<file path="src/rtl/uart_rx.sv">
// uart_rx: 8N1 UART receiver with 16x oversampling and 2-of-3 mid-bit voting.
// Each received byte is held in a one-entry valid/ready output register.
// Ports:
//   clk, rst_n       - system clock, asynchronous active-low reset
//   clken            - global enable; only the rxd synchronizer runs while low
//   baud_x16_strobe  - one-clk pulse at 16x the baud rate
//   rxd              - asynchronous serial input, idle high
//   data, valid      - received byte and its valid flag
//   ready            - consumer accepts data when high together with valid
//   framing_error    - one-clk pulse when the stop bit is sampled low
//   overrun          - one-clk pulse when a byte completes while valid is high
module uart_rx (
    input  logic       clk,
    input  logic       rst_n,
    input  logic       clken,
    input  logic       baud_x16_strobe,
    input  logic       rxd,
    output logic [7:0] data,
    output logic       valid,
    input  logic       ready,
    output logic       framing_error,
    output logic       overrun
);

    localparam int unsigned PhW   = 4;
    localparam int unsigned DataW = 8;
    localparam int unsigned IdxW  = 3;

    typedef enum logic [2:0] {
        S_IDLE,
        S_START,
        S_DATA,
        S_STOP,
        S_BREAK
    } state_e;

    logic             rxd_meta_q;
    logic             rxd_s_q;

    state_e           state_q, state_d;
    logic [PhW-1:0]   ph_q, ph_d;
    logic [IdxW-1:0]  bit_idx_q, bit_idx_d;
    logic [DataW-1:0] shift_q, shift_d;
    logic [1:0]       smp_q, smp_d;

    logic [DataW-1:0] data_q, data_d;
    logic             valid_q, valid_d;
    logic             ferr_q, ferr_d;
    logic             ovr_q, ovr_d;

    logic             tick_c;
    logic             mid_c;
    logic             maj_c;
    logic             deliver_c;
    logic             stop_err_c;
    logic             accept_c;

    // Two-flop synchronizer; runs every clk regardless of clken.
    always_ff @(posedge clk or negedge rst_n) begin
        if (!rst_n) begin
            rxd_meta_q <= 1'b1;
            rxd_s_q    <= 1'b1;
        end else begin
            rxd_meta_q <= rxd;
            rxd_s_q    <= rxd_meta_q;
        end
    end

    assign tick_c = clken & baud_x16_strobe;
    assign mid_c  = (ph_q == PhW'(9));
    // Phase-9 sample is the live synchronizer output, phases 7 and 8 are stored.
    assign maj_c  = (smp_q[0] & smp_q[1]) | (smp_q[0] & rxd_s_q) | (smp_q[1] & rxd_s_q);

    // FSM state register.
    always_ff @(posedge clk or negedge rst_n) begin
        if (!rst_n) begin
            state_q   <= S_IDLE;
            ph_q      <= '0;
            bit_idx_q <= '0;
            shift_q   <= '0;
            smp_q     <= '0;
        end else begin
            state_q   <= state_d;
            ph_q      <= ph_d;
            bit_idx_q <= bit_idx_d;
            shift_q   <= shift_d;
            smp_q     <= smp_d;
        end
    end

    // FSM next-state and datapath update; everything advances only on ticks.
    always_comb begin
        state_d   = state_q;
        ph_d      = ph_q;
        bit_idx_d = bit_idx_q;
        shift_d   = shift_q;
        smp_d     = smp_q;
        if (tick_c) begin
            if (state_q == S_START || state_q == S_DATA || state_q == S_STOP) begin
                ph_d = ph_q + PhW'(1);
                if (ph_q == PhW'(7)) smp_d[0] = rxd_s_q;
                if (ph_q == PhW'(8)) smp_d[1] = rxd_s_q;
            end
            case (state_q)
                S_IDLE: begin
                    // The detect tick counts as phase 0.
                    if (!rxd_s_q) begin
                        state_d = S_START;
                        ph_d    = PhW'(1);
                    end
                end
                S_START: begin
                    if (mid_c && maj_c) begin
                        state_d = S_IDLE;
                        ph_d    = '0;
                    end else if (ph_q == PhW'(15)) begin
                        state_d   = S_DATA;
                        bit_idx_d = '0;
                    end
                end
                S_DATA: begin
                    if (mid_c) shift_d = {maj_c, shift_q[DataW-1:1]};
                    if (ph_q == PhW'(15)) begin
                        if (bit_idx_q == IdxW'(7)) state_d = S_STOP;
                        else bit_idx_d = bit_idx_q + IdxW'(1);
                    end
                end
                S_STOP: begin
                    // Leave at mid-stop so a following start edge is not missed.
                    if (mid_c) begin
                        ph_d    = '0;
                        state_d = maj_c ? S_IDLE : S_BREAK;
                    end
                end
                S_BREAK: begin
                    if (rxd_s_q) state_d = S_IDLE;
                end
                default: begin
                    state_d = S_IDLE;
                    ph_d    = '0;
                end
            endcase
        end
    end

    // Output decode: delivery, error pulses and the output-register handshake.
    always_comb begin
        deliver_c  = tick_c && (state_q == S_STOP) && mid_c && maj_c;
        stop_err_c = tick_c && (state_q == S_STOP) && mid_c && !maj_c;
        accept_c   = clken && valid_q && ready;
        data_d     = data_q;
        valid_d    = valid_q;
        ferr_d     = stop_err_c;
        ovr_d      = 1'b0;
        if (deliver_c) begin
            if (!valid_q || accept_c) begin
                data_d  = shift_q;
                valid_d = 1'b1;
            end else begin
                ovr_d = 1'b1;
            end
        end else if (accept_c) begin
            valid_d = 1'b0;
        end
    end

    // Output registers; error pulses clear on the following clk.
    always_ff @(posedge clk or negedge rst_n) begin
        if (!rst_n) begin
            data_q  <= '0;
            valid_q <= 1'b0;
            ferr_q  <= 1'b0;
            ovr_q   <= 1'b0;
        end else begin
            data_q  <= data_d;
            valid_q <= valid_d;
            ferr_q  <= ferr_d;
            ovr_q   <= ovr_d;
        end
    end

    assign data          = data_q;
    assign valid         = valid_q;
    assign framing_error = ferr_q;
    assign overrun       = ovr_q;

endmodule

</file>
<file path="config.mk">
export PLATFORM = sky130hd
export DESIGN_NAME = uart_rx
export DESIGN_NICKNAME = d
export VERILOG_FILES = /design/src/rtl/uart_rx.sv
export SDC_FILE = /design/constraint.sdc
export NUM_CORES = 1
export LEC_CHECK = 0
export CORE_ASPECT_RATIO = 0.7
export CORE_UTILIZATION = 45
export CTS_CLUSTER_SIZE = 40
export DETAILED_ROUTE_END_ITERATION = 12
export PLACE_DENSITY_LB_ADDON = 0.08
export SLEW_MARGIN = 20
export SYNTH_ARGS = -nofsm -noshare
export SYNTH_HDL_FRONTEND = slang
export SYNTH_SLANG_ARGS = --single-unit
export TNS_END_PERCENT = 50
</file>
<file path="constraint.sdc">
create_clock -name clk -period 3.5 [get_ports clk]
set_input_delay 0.875 -clock clk [delete_from_list [all_inputs] [get_ports clk]]
set_output_delay 0.875 -clock clk [all_outputs]
set_load 0.1 [all_outputs]
</file>
==> metrics.log <==
[metrics] Hold Vio Cnt, Final: 0
[metrics] slowest CP cell: sky130_fd_sc_hd__clkdlybuf4s50_1
[metrics] commonest non-fill, non-tap cells in the layout: sky130_fd_sc_hd__dfrtp_1, sky130_fd_sc_hd__mux2_2, sky130_fd_sc_hd__buf_4
[metrics] 1st-iter DRT viols: 65
[metrics] overflow left after global routing: 0
[metrics] number of ports placed on the die boundary: 17
[metrics] Sink Count: 33
[metrics] Mapped Area: 0.00166 mm²
[metrics] Yosys reg bits: 33
[metrics] leakage power summed over all cells: 0.918 nW
[metrics] logic gate share of total power: 0.293
[metrics] Max-slew headroom: 0.635
[metrics] die height: 52.8 µm
[metrics] fraction of power spent switching nets: 0.355
[metrics] count of vias placed by the detailed router: 1,133
[metrics] number of H-tree levels: 2
[metrics] reported max-cap violation count: 0
[metrics] number of nets with antenna violations after routing: 0
[metrics] later-pin clock latency in the skew report: 290 ps
[metrics] worst clock skew: 4.56 ps
[metrics] path type of the worst setup path: in2reg
[metrics] pwr/cell area: 643 mW/mm²
[metrics] RSZ-0062 raised after global routing: false
[metrics] post-route DRC violation count: 0
[metrics] area of the placeable core: 0.00351 mm²
[metrics] element type at the critical path start: primary input
[metrics] largest vdd supply drop: 0.405 mV
[metrics] most common cell after layout, fill and taps aside: sky130_fd_sc_hd__dfrtp_1
[metrics] area share of the leading cell type in the synthesized netlist: 0.468
[metrics] critical path capture point type: flop
[metrics] Yosys warnings: 0
[metrics] share of the cycle needed by the critical path after routing: 0.672
[metrics] initial antenna violation count: 0
[metrics] CTS-repair resized insts: 0
[metrics] worst-path maximum fanout: 9
[metrics] Initial DRT Pass Iterations: 4
[metrics] Mapped Nets: 151
[metrics] CTS tree: built
[metrics] total net switching power: 440 µW
[metrics] distinct cell type count of the synthesized netlist: 46
[metrics] Flop pwr share: 0.449
[metrics] result of the run: finished, final reports clean
[metrics] number of post-CTS setup repair buffers: 0
[metrics] maximum number of pins on one net before global-route repair: 34
[metrics] delay of the slowest cell on the worst path: 530 ps
[metrics] area of the die: 0.00393 mm²
[metrics] count of pins over their slew limit: 0
[metrics] Final setup violation count: 0
[metrics] initial standard-cell utilization of the core: 0.472
[metrics] Max Freq: 425 MHz
[metrics] cell at the root of the clock tree: sky130_fd_sc_hd__clkbuf_8
[metrics] synthesized instance count: 140
[metrics] gr usage total: 0.190
[metrics] type of the tightest min-delay check: reg2reg
[metrics] internal power: 801 µW
[metrics] HPWL after DPL: 2280 µm
[metrics] number of CTS-inserted buffers: 5
[metrics] hold buffers post-CTS: 0
[metrics] routability-driven placement congestion ratio: 0.820
[metrics] global-route wire length before repair: 5330 µm
[metrics] number of global-route vias before repair: 1,061
[metrics] Total Power: 1.24 mW
[metrics] sequence of cells on the critical path: clkdlybuf4s50_1 > nand2_1 > nor3_4 > mux2_2
[metrics] die width: 74.5 µm
[metrics] Required @ worst endpoint: 3670 ps
[metrics] layout overhead on the synthesized area: 16.3%
[metrics] count of flip-flops with a built-in enable after synthesis: 0
[metrics] Mapped Avg Cell Area: 11.8 µm²
[metrics] Async S/R FF share, synth: 1.00
[metrics] # diodes: 0
[metrics] data arrival time of the critical path: 2520 ps
[metrics] relative contribution of the clock network to total power: 0.257
[metrics] Site Rows: 18
[metrics] largest area contributor in the netlist: sky130_fd_sc_hd__dfrtp_1
[metrics] routed wire length per instance: 15.2 µm
[metrics] share of cells above drive strength 1: 0.294
[metrics] clock slew at reported path FFs: 70 ps
[metrics] accumulated negative setup slack: 0 ps
[metrics] total routed wirelength: 3190 µm
[metrics] part of the Yosys area used for sequential elements: 0.500
[metrics] number of nets in the finished design: 170
[metrics] leading cell types by total area after synthesis: sky130_fd_sc_hd__dfrtp_1, sky130_fd_sc_hd__mux2_2, sky130_fd_sc_hd__ha_1, sky130_fd_sc_hd__dfstp_2, sky130_fd_sc_hd__nand2_1
[metrics] primary flip-flop cell chosen by synthesis mapping: sky130_fd_sc_hd__dfrtp_1
[metrics] buffer depth of the longest clock path: 2
[metrics] actual slew at the worst max-slew pin: 542 ps
[metrics] routed vias/inst: 5.40
[metrics] PortBufs: 16
[metrics] time the final worst path needs with I/O delays and setup: 2350 ps
==> power groups by stage <==
stage	combinational [mW]	clock (mW)	sequential, mW
2_1_floorplan	0.354	0	0.490
3_3_place_gp	0.346	0	0.559
3_5_place_dp	0.359	0	0.560
4_1_cts	0.361	0.324	0.553
5_1_grt	0.404	0.337	0.568
6_report	0.364	0.319	0.557
==> synth_stat cells, types with 2 or more instances <==
| cell type | instances |
|---|---|
| sky130_fd_sc_hd__nor4_1 | 2 |
| sky130_fd_sc_hd__nor2_1 | 4 |
| sky130_fd_sc_hd__dfrtp_1 | 31 |
| sky130_fd_sc_hd__a22o_1 | 2 |
| sky130_fd_sc_hd__ha_1 | 5 |
| sky130_fd_sc_hd__nand2b_1 | 5 |
| sky130_fd_sc_hd__o21ai_0 | 7 |
| sky130_fd_sc_hd__nand2_1 | 10 |
| sky130_fd_sc_hd__a21o_1 | 2 |
| sky130_fd_sc_hd__buf_2 | 3 |
| sky130_fd_sc_hd__and3b_1 | 2 |
| sky130_fd_sc_hd__nand3_1 | 2 |
| sky130_fd_sc_hd__nor3_1 | 2 |
| sky130_fd_sc_hd__inv_1 | 7 |
| sky130_fd_sc_hd__mux2_2 | 17 |
| sky130_fd_sc_hd__a41oi_1 | 2 |
| sky130_fd_sc_hd__a21oi_1 | 5 |
| sky130_fd_sc_hd__nor2b_1 | 2 |
| sky130_fd_sc_hd__and2_1 | 2 |
| sky130_fd_sc_hd__dfstp_2 | 2 |
==> logic make-up after synthesis <==
family,synth area share
and+or+nand+nor,0.152
adders and majority gates,0.0445
AOI/OAI and AO/OA,0.131
DFF,0.500
xor gates and xnor gates,0.00528
buffers and inverters,0.0362
muxes,0.131
==> layer usage <==
metal	wire length, µm	up-vias	track usage
li1	-	551	-
met1	1730	546	0.287
met2	1270	29	0.254
met3	144	7	0.0538
met4	55	0	0.0660
met5	0	-	0
==> critical path: cells and delay by family <==
| kind | cells | cell delay [ps] |
|---|---|---|
| and+or+nand+nor | 2 | 730 |
| muxes | 1 | 380 |
| buffers and inverters | 1 | 530 |
==> through the flow <==
step	hold slack (ps)	worst slack (ps)	util	std cells	area (µm²)
after detailed placement	354	851	0.520	202	1830
final	363	1150	0.549	210	1930
after global placement	346	909	0.520	202	1830
after CTS	364	1150	0.549	210	1930
after floorplan	345	1590	-	140	1660
after global routing	365	1040	0.549	210	1930
==> sequential cells by signal, indices dropped and copies added (netlist names) <==
| name | cells |
|---|---|
| data | 8 |
| shift_q | 8 |
| ph_q | 4 |
| bit_idx_q | 3 |
| state_q | 3 |
| smp_q | 2 |
| framing_error | 1 |
| overrun | 1 |
| rxd_meta_q | 1 |
| rxd_s_q | 1 |
| valid | 1 |
==> worst paths after layout <==
check                      startpoint         end  slack [ps]  cells past startpoint
max                             clken  shift_q[1]        1150                      4
min                        rxd_meta_q     rxd_s_q         360                      0
min in group asynchronous       rst_n     data[1]        1000                      2
min reg2reg                rxd_meta_q     rxd_s_q         360                      0
max reg2reg                   ph_q[1]     data[2]        1550                      6
max in group asynchronous       rst_n  rxd_meta_q        2170                      2
==> cell type report <==
class                           count  area [µm²]
Clock buffer                        7        96.3
Clock inverter                      1        5.00
Fill cell                         326        1590
Inverter                            7        26.3
Multi-Input combinational cell     95         769
Sequential cell                    33         828
Tap cell                           50        62.6
Timing Repair Buffer               17         140
No activity file was read; power rests on OpenSTA's default activity.
